`src/rtl/ktms_afu_mmio_perfcnt.sv`:
```
// ktms_afu_mmio_perfcnt
// Bank of MMIO-readable/writable event counters for the AFU, with a control
// register holding a freeze bit and a self-clearing clear-all bit.
// The block decodes the raw MMIO command bus and returns exactly one
// valid/data pulse per accepted access (reads and writes alike), one cycle
// after the command. Data is zero whenever valid is low so the result can be
// OR-combined with other responders.
//
// Bus bit numbering: the MMIO buses use big-endian bit naming, so bit 0 is
// the MSB. In this file all vectors are declared [N-1:0], which means
//   IBM bit 63 (LSB)      == bit 0 here
//   IBM bits [0:31]       == bits [63:32] here (selected by an even address)
//   IBM bits [32:63]      == bits [31:0]  here (selected by an odd address)
// Control register: freeze is IBM bit 63 (bit 0 here), clear-all is IBM
// bit 62 (bit 1 here).
//
// Optional build macro: KTMS_PERFCNT_CLR_ON_RD_EN
//   defined   -> a 64-bit (dw=1) read of a counter also clears it; an
//                increment arriving in the same cycle is kept (counter = 1)
//   undefined -> reads never change state

module ktms_afu_mmio_perfcnt #(
    parameter int          mmiobus_awidth  = 28,
    parameter int          mmio_addr_width = 24,
    parameter int          ncnt            = 8,
    parameter int          cnt_width       = 48,
    parameter int unsigned base_addr       = 'h804800
) (
    input  logic                      clk,
    input  logic                      reset,
    input  logic [mmiobus_awidth-1:0] i_mmioabus,
    input  logic [63:0]               i_mmiodbus,
    input  logic [ncnt-1:0]           i_inc,
    output logic                      o_mmio_v,
    output logic [63:0]               o_mmio_d,
    output logic                      o_frozen
);

    // Register index width: counters 0..ncnt-1 plus the control register at ncnt
    localparam int IDXW = $clog2(ncnt + 1);

    // Inclusive word-address window covered by this block
    localparam logic [mmio_addr_width-1:0] WIN_LO = mmio_addr_width'(base_addr);
    localparam logic [mmio_addr_width-1:0] WIN_HI = mmio_addr_width'(base_addr + 2 * ncnt + 1);
    localparam logic [IDXW-1:0]            CTRL_IDX = IDXW'(ncnt);

    // Command fields
    logic                       cmdVld;
    logic                       cmdCfg;
    logic                       cmdRnw;
    logic                       cmdDw;
    logic [mmio_addr_width-1:0] cmdAddr;

    // Decode results
    logic            hit;
    logic            isCtrl;
    logic            hiHalf;
    logic [IDXW-1:0] regIdx;
    logic            wrEn;
    logic            ctrlWr;
    logic            clearAll;

    // Datapath
    logic [63:0] selView;
    logic [63:0] rdData;
    logic [63:0] wrView;

    // State
    logic [cnt_width-1:0] cnt_q [ncnt];
    logic [cnt_width-1:0] cnt_d [ncnt];
    logic                 freeze_q;
    logic                 freeze_d;
    logic                 mmioV_q;
    logic                 mmioV_d;
    logic [63:0]          mmioD_q;
    logic [63:0]          mmioD_d;

    // Split the command bus into its fields; vld is the most significant bit
    always_comb begin
        cmdVld  = i_mmioabus[mmiobus_awidth-1];
        cmdCfg  = i_mmioabus[mmiobus_awidth-2];
        cmdRnw  = i_mmioabus[mmiobus_awidth-3];
        cmdDw   = i_mmioabus[mmiobus_awidth-4];
        cmdAddr = i_mmioabus[mmio_addr_width-1:0];
    end

    // Address decode: window hit, register index (word pair), and half select
    always_comb begin
        hit      = cmdVld & ~cmdCfg & (cmdAddr >= WIN_LO) & (cmdAddr <= WIN_HI);
        regIdx   = IDXW'((cmdAddr - WIN_LO) >> 1);
        isCtrl   = (regIdx == CTRL_IDX);
        hiHalf   = ~cmdAddr[0];
        wrEn     = hit & ~cmdRnw;
        ctrlWr   = wrEn & isCtrl;
    end

    // 64-bit view of the addressed register as it stands this cycle
    always_comb begin
        selView = '0;
        if (isCtrl) begin
            selView = {63'd0, freeze_q};
        end else begin
            for (int k = 0; k < ncnt; k++) begin
                if (regIdx == IDXW'(k)) begin
                    selView = 64'(cnt_q[k]);
                end
            end
        end
    end

    // Read data formatting and write-merge: a 32-bit access replicates the
    // selected half on reads and replaces only that half on writes
    always_comb begin
        if (cmdDw) begin
            rdData = selView;
            wrView = i_mmiodbus;
        end else if (hiHalf) begin
            rdData = {2{selView[63:32]}};
            wrView = {i_mmiodbus[31:0], selView[31:0]};
        end else begin
            rdData = {2{selView[31:0]}};
            wrView = {selView[63:32], i_mmiodbus[31:0]};
        end
    end

    // Control register next state; clear-all is a pulse, never stored
    always_comb begin
        clearAll = ctrlWr & wrView[1];
        freeze_d = ctrlWr ? wrView[0] : freeze_q;
    end

    // Counter next state, priority: clear-all, MMIO write, (clear-on-read), increment
    always_comb begin
        for (int k = 0; k < ncnt; k++) begin
            logic sel;
            logic incOk;
            cnt_d[k] = cnt_q[k];
            sel      = hit & ~isCtrl & (regIdx == IDXW'(k));
            incOk    = i_inc[k] & ~freeze_q;
            if (clearAll) begin
                cnt_d[k] = '0;
            end else if (sel & ~cmdRnw) begin
                cnt_d[k] = wrView[cnt_width-1:0];
`ifdef KTMS_PERFCNT_CLR_ON_RD_EN
            end else if (sel & cmdRnw & cmdDw) begin
                cnt_d[k] = incOk ? cnt_width'(1) : '0;
`endif
            end else if (incOk) begin
                cnt_d[k] = cnt_q[k] + cnt_width'(1);
            end
        end
    end

    // Response next state: one pulse per hit, data only for reads
    always_comb begin
        mmioV_d = hit;
        mmioD_d = (hit & cmdRnw) ? rdData : 64'd0;
    end

    // State registers; reset overrides any command or increment in the same cycle
    always_ff @(posedge clk) begin
        if (reset) begin
            for (int k = 0; k < ncnt; k++) begin
                cnt_q[k] <= '0;
            end
            freeze_q <= 1'b0;
            mmioV_q  <= 1'b0;
            mmioD_q  <= 64'd0;
        end else begin
            for (int k = 0; k < ncnt; k++) begin
                cnt_q[k] <= cnt_d[k];
            end
            freeze_q <= freeze_d;
            mmioV_q  <= mmioV_d;
            mmioD_q  <= mmioD_d;
        end
    end

    // Outputs come straight from registers
    always_comb begin
        o_mmio_v = mmioV_q;
        o_mmio_d = mmioD_q;
        o_frozen = freeze_q;
    end

endmodule

```
`config.mk`:
```
export PLATFORM = sky130hd
export DESIGN_NAME = ktms_afu_mmio_perfcnt
export DESIGN_NICKNAME = d
export VERILOG_FILES = /design/src/rtl/ktms_afu_mmio_perfcnt.sv
export SDC_FILE = /design/constraint.sdc
export NUM_CORES = 2
export LEC_CHECK = 0
export ABC_AREA = 1
export BUFFER_PORTS_ARGS = -buffer_cell sky130_fd_sc_hd__buf_4
export CAP_MARGIN = 10
export CORE_MARGIN = 2
export CORE_UTILIZATION = 68
export DETAILED_ROUTE_END_ITERATION = 16
export HOLD_SLACK_MARGIN = 0.05
export PLACE_DENSITY = 0.95
export SLEW_MARGIN = 5
export SYNTH_ARGS = -nofsm -noshare
export SYNTH_HDL_FRONTEND = slang
export SYNTH_SLANG_ARGS = --single-unit
```
`constraint.sdc`:
```
create_clock -name clk -period 4.7 [get_ports clk]
set_input_delay 0.47 -clock clk [delete_from_list [all_inputs] [get_ports clk]]
set_output_delay 0.47 -clock clk [all_outputs]
set_load 0.01 [all_outputs]
```
==> results of run 1 <==
==> cells by family after synthesis <==
family,count (synthesis)
adder cells (fa/ha/maj),8
AO/OA/AOI/OAI,527
buffers and inverters,805
XOR/XNOR,181
AND/OR/NAND/NOR,3915
flip-flops,450
==> metrics by stage <==
stage / area [um2] / utilization
3_5_place_dp: 34870 / 0.7154
4_1_cts: 36610 / 0.7511
3_3_place_gp: 34870 / 0.7154
2_1_floorplan: 33500 / -
==> per-layer routing <==
layer	global-route usage	GRT overflow
met5	0.3900	0
met3	0.5316	0
met2	0.7993	1
met1	0.6719	0
met4	0.6150	1
==> synthesized netlist by cell type (3+ instances only) <==
master and count:
nand2_1 1811, nor2_1 999, nand3_1 624, inv_1 536, dfxtp_1 450, a21oi_1 277, nor3_1 186, nand4_1 181
xor2_1 147, o21ai_0 107, clkbuf_1 103, buf_2 81, or2_2 47, o211ai_1 46, o22ai_1 37, xnor2_1 34
buf_1 24, buf_6 23, inv_2 22, nor4_1 22, a22oi_1 16, o21a_1 13, buf_4 12, a31oi_1 10
nand3b_1 9, nor2_2 9, ha_1 8, nand2_2 7, o21ai_1 7, o21bai_1 7, nor3b_1 4, clkinv_1 3
nand4_2 3, nor3_2 3
==> flow_summary.yaml, run 1 <==
outcome:
  status: "aborted with a tool error"
  lastStage: "global routing (5_1_grt)"
  error: "[ERROR GRT-0116] Global routing finished with congestion. Check the congestion regions in the DRC Viewer."
synthesis:
  synth_top_family_by_area: "simple AND/OR/NAND/NOR gates"
  synthCells: 5886
  ys_seq_elements: 450
  synth_compound_area_frac: 0.08756
  synthFlopType: "dfxtp_1"
  synth-xor-area-share: 0.04733
  synthTopCellsByArea: "dfxtp_1 27%, nand2_1 20%, nor2_1 11%"
  synth_edf_count: 0
  syn_area_um2: 33500
  synth-seq-area-share: 0.2689
  synthAdderAreaFrac: 0.002988
  avgSynthCellArea_um2: 5.691
  synth_top_area_frac: 0.2689
  synthArstFlopShare: 0
  synth_largest_area_cell: "dfxtp_1"
  synthMuxAreaShare: 0
  syn_nets: 5996
  synth_cell_types: 48
  yosys.area_share.simple: 0.4934
  ys_warn_count: 0
cts:
  clock_sinks: 450
  cts_root_buf: "clkbuf_16"
  cts_inserted_buffers: 50
  htreeDepth: 2
  cts_setup_buffers: 0
  cts_buffer_depth: 3
  hold_buffers: 0
  cts_resized: 0
floorplanning:
  io_pins: 168
  die_h_um: 225.9
  core.rowCount: 81
  start_util: 0.6871
  die_w_um: 225.9
placement:
  dp_cells: 6528
  gp_congestion: 1.443
  pre_cts_ws_ns: 0.9941
  io_buffers: 151
  place_hpwl_um: 113300
global_route:
  grt_start_max_net_pins: 121
  grt_pass1_vias: 41189
  gr-total-overflow: 2
  grtUsageTotal: 0.6621
  grt_pass1_wl_um: 253200
==> run 2: changes to the inputs <==
--- a/config.mk
+++ b/config.mk
@@ -9,10 +9,9 @@
 export BUFFER_PORTS_ARGS = -buffer_cell sky130_fd_sc_hd__buf_4
 export CAP_MARGIN = 10
 export CORE_MARGIN = 2
-export CORE_UTILIZATION = 68
+export CORE_UTILIZATION = 40
 export DETAILED_ROUTE_END_ITERATION = 16
-export HOLD_SLACK_MARGIN = 0.05
-export PLACE_DENSITY = 0.95
+export PLACE_DENSITY_LB_ADDON = 0.15
 export SLEW_MARGIN = 5
 export SYNTH_ARGS = -nofsm -noshare
 export SYNTH_HDL_FRONTEND = slang
==> run 2 against run 1 <==
Compared with the run above:
- the flow now finishes without violations
- synthesized cell count stayed put
- area after synthesis unchanged
==> flow_summary.yaml, run 2 <==
timing:
  final_hold_viol_count: 0
  max_slew.worst_pin.slew_ns: 1.164
  finalSetupViolCount: 0
  fmax_mhz: 274.2
  maxSlewViolCount: 0
  slew_headroom: 0.2181
  min_period_over_period: 0.7759
  rsz0062_at_grt: "false"
  fin_crit_ns: 3.647
  fin_skew_ns: 0.02920
  fin_setup_tns_ns: 0
power_and_ir_drop:
  powerDensity_nw_per_um2: 262.3
  p_leak_nw: 15.16
  ir_worst_vdd_uv: 304.6
floorplanning:
  io_pins: 168
  core.rowCount: 106
  core_area_um2: 83290
  start_util: 0.4022
  die_w_um: 293.4
  die_area_um2: 86070
  die_h_um: 293.4
drt:
  drtIter0Drc: 6042
  wirelength_um: 196400
  wl_met2_um: 79980
  detail_route.wl_per_cell_um: 27.60
  route.met3.wl_um: 23830
  drc: 0
  top_layer: "met5"
  ant_nets: 0
  vias: 42000
  routedLengthMet1_um: 74060
  drt-pass1-iter-count: 6
  via_per_inst: 5.902
synthesis:
  synth_cell_types: 48
  synthCells: 5886
  synthFlopType: "dfxtp_1"
  yosysMostFrequentCell: "nand2_1"
  synth_largest_area_cell: "dfxtp_1"
  synthTopCellsByCount: "1811 x nand2_1, 999 x nor2_1, 624 x nand3_1"
  ys_seq_elements: 450
  avgSynthCellArea_um2: 5.691
  synth-seq-area-share: 0.2689
  synthTopCellsByArea: "dfxtp_1 27%, nand2_1 20%, nor2_1 11%"
  syn_area_um2: 33500
  synthArstFlopShare: 0
  synth_edf_count: 0
  syn_nets: 5996
  ys_warn_count: 0
  synth_top_area_frac: 0.2689
finish:
  nNetsFinal: 6089
  max_flop_register: "cnt_q"
  area_growth_syn_to_layout_pct: 13.75
  final_cell_mix: "1810 x nand2_1, 993 x nor2_1, 624 x nand3_1"
  multi_input_area_um2: 21190
  final_common_cell: "nand2_1"
  final_area_um2: 38100
  seq_area_um2: 9009
  fill_cells: 9410
  largest_reg_flops: 384
  drive_above_1_share: 0.07997
min_path:
  whs_path_depth: 2
  hold_class: "input port to flip-flop"
cts:
  cts_setup_buffers: 0
  cts_root_buf: "clkbuf_16"
  clk_latency_ns: 0.68
  cts_resized: 0
  cts_buffer_depth: 3
  htreeDepth: 2
  clk_pin_slew_ns: 0.06
  hold_buffers: 0
  cts_tree: "done"
  cts_inserted_buffers: 58
  clock_sinks: 450
worst_setup_path:
  endpoint_kind: "flip-flop"
  cp-start-kind: "input port"
  cp_data_required_time_ns: 5.25
  crit_fanout: 16
  r2r_cells: 13
  arrival_ns: 4.20
  crit_type: "input port to flip-flop"
global_route:
  gr-total-overflow: 0
  grt_pass1_wl_um: 273100
  grtUsageTotal: 0.4409
  antenna_found_initial: 18
  grt_pass1_vias: 37939
  grt_start_max_net_pins: 89
placement:
  gp_congestion: 1.102
  placed_area_um2: 35950
  io_buffers: 151
  place_hpwl_um: 151100
run:
  cap_violations: 0
outcome:
  status: "complete, no violations"
run 2: cell counts after synthesis:
Identical to the previous run, type by type.
run 2: where the power goes:
group,internal [mW],total [mW],switching (mW)
combinational,0.211,1.03,0.821
sequential,3.83,3.85,0.0256
clock,3.11,5.11,2.00
run 2: final cells by class:
class / count / area share
multi-input cells: 4631 / 0.5561
repair buffers: 277 / 0.06016
clock inverters: 25 / 0.01100
well taps: 1080 / 0.03546
clock buffers: 83 / 0.04479
inverters: 561 / 0.05546
flip-flops and latches: 450 / 0.2364
diodes: 9 / 0.0005911
run 2: layer usage:
metal / vias to the layer above / track usage
met5: - / 0
met4: 18 / 0.3579
met3: 674 / 0.1416
met2: 2551 / 0.6369
met1: 19603 / 0.5343
li1: 19154 / -
run 2: critical path, cell delays in order:
cell	delay, ns
buf_4	0.18
nor2_4	0.46
nand2_2	0.14
nand2_1	0.21
nand3_2	0.13
nor3_1	0.95
nand2_1	0.51
inv_1	0.30
nand2_1	0.40
o21ai_0	0.43
run 2: worst paths after layout:
kind                                     from  slack [ns]       endpoint
worst max register to register       o_frozen        1.33   cnt_q[0][25]
worst min-delay path                    reset        0.18       o_mmio_v
worst max-delay path            i_mmioabus[1]        1.05    o_mmio_d[0]
worst min register to register  cnt_q[0][171]        0.48  cnt_q[0][171]
run 2: per-stage QoR:
stage / power (mW) / hold WS [ns] / utilization / worst slack (ns) / std cells
CTS: 9.936 / 0.1171 / 0.4572 / 1.455 / 7107
detailed placement: 4.888 / 0.4724 / 0.4317 / 0.9334 / 6999
finish: 9.994 / 0.1806 / 0.4575 / 1.053 / 7116
global placement: 4.889 / 0.4663 / 0.4317 / 0.9688 / 6999
floorplan: 4.294 / 0.4575 / - / 2.538 / 5886
global route: 10.13 / 0.1695 / 0.4572 / 1.035 / 7107
run 2: cells by family after synthesis:
family,count (synthesis),share of synthesized area
DFF,450,0.2689
adders and majority gates,8,0.002988
and+or+nand+nor,3915,0.4934
xor gates and xnor gates,181,0.04733
AOI/OAI and AO/OA,527,0.08756
buffers and inverters,805,0.09977
Power figures use the tool's default switching activity.
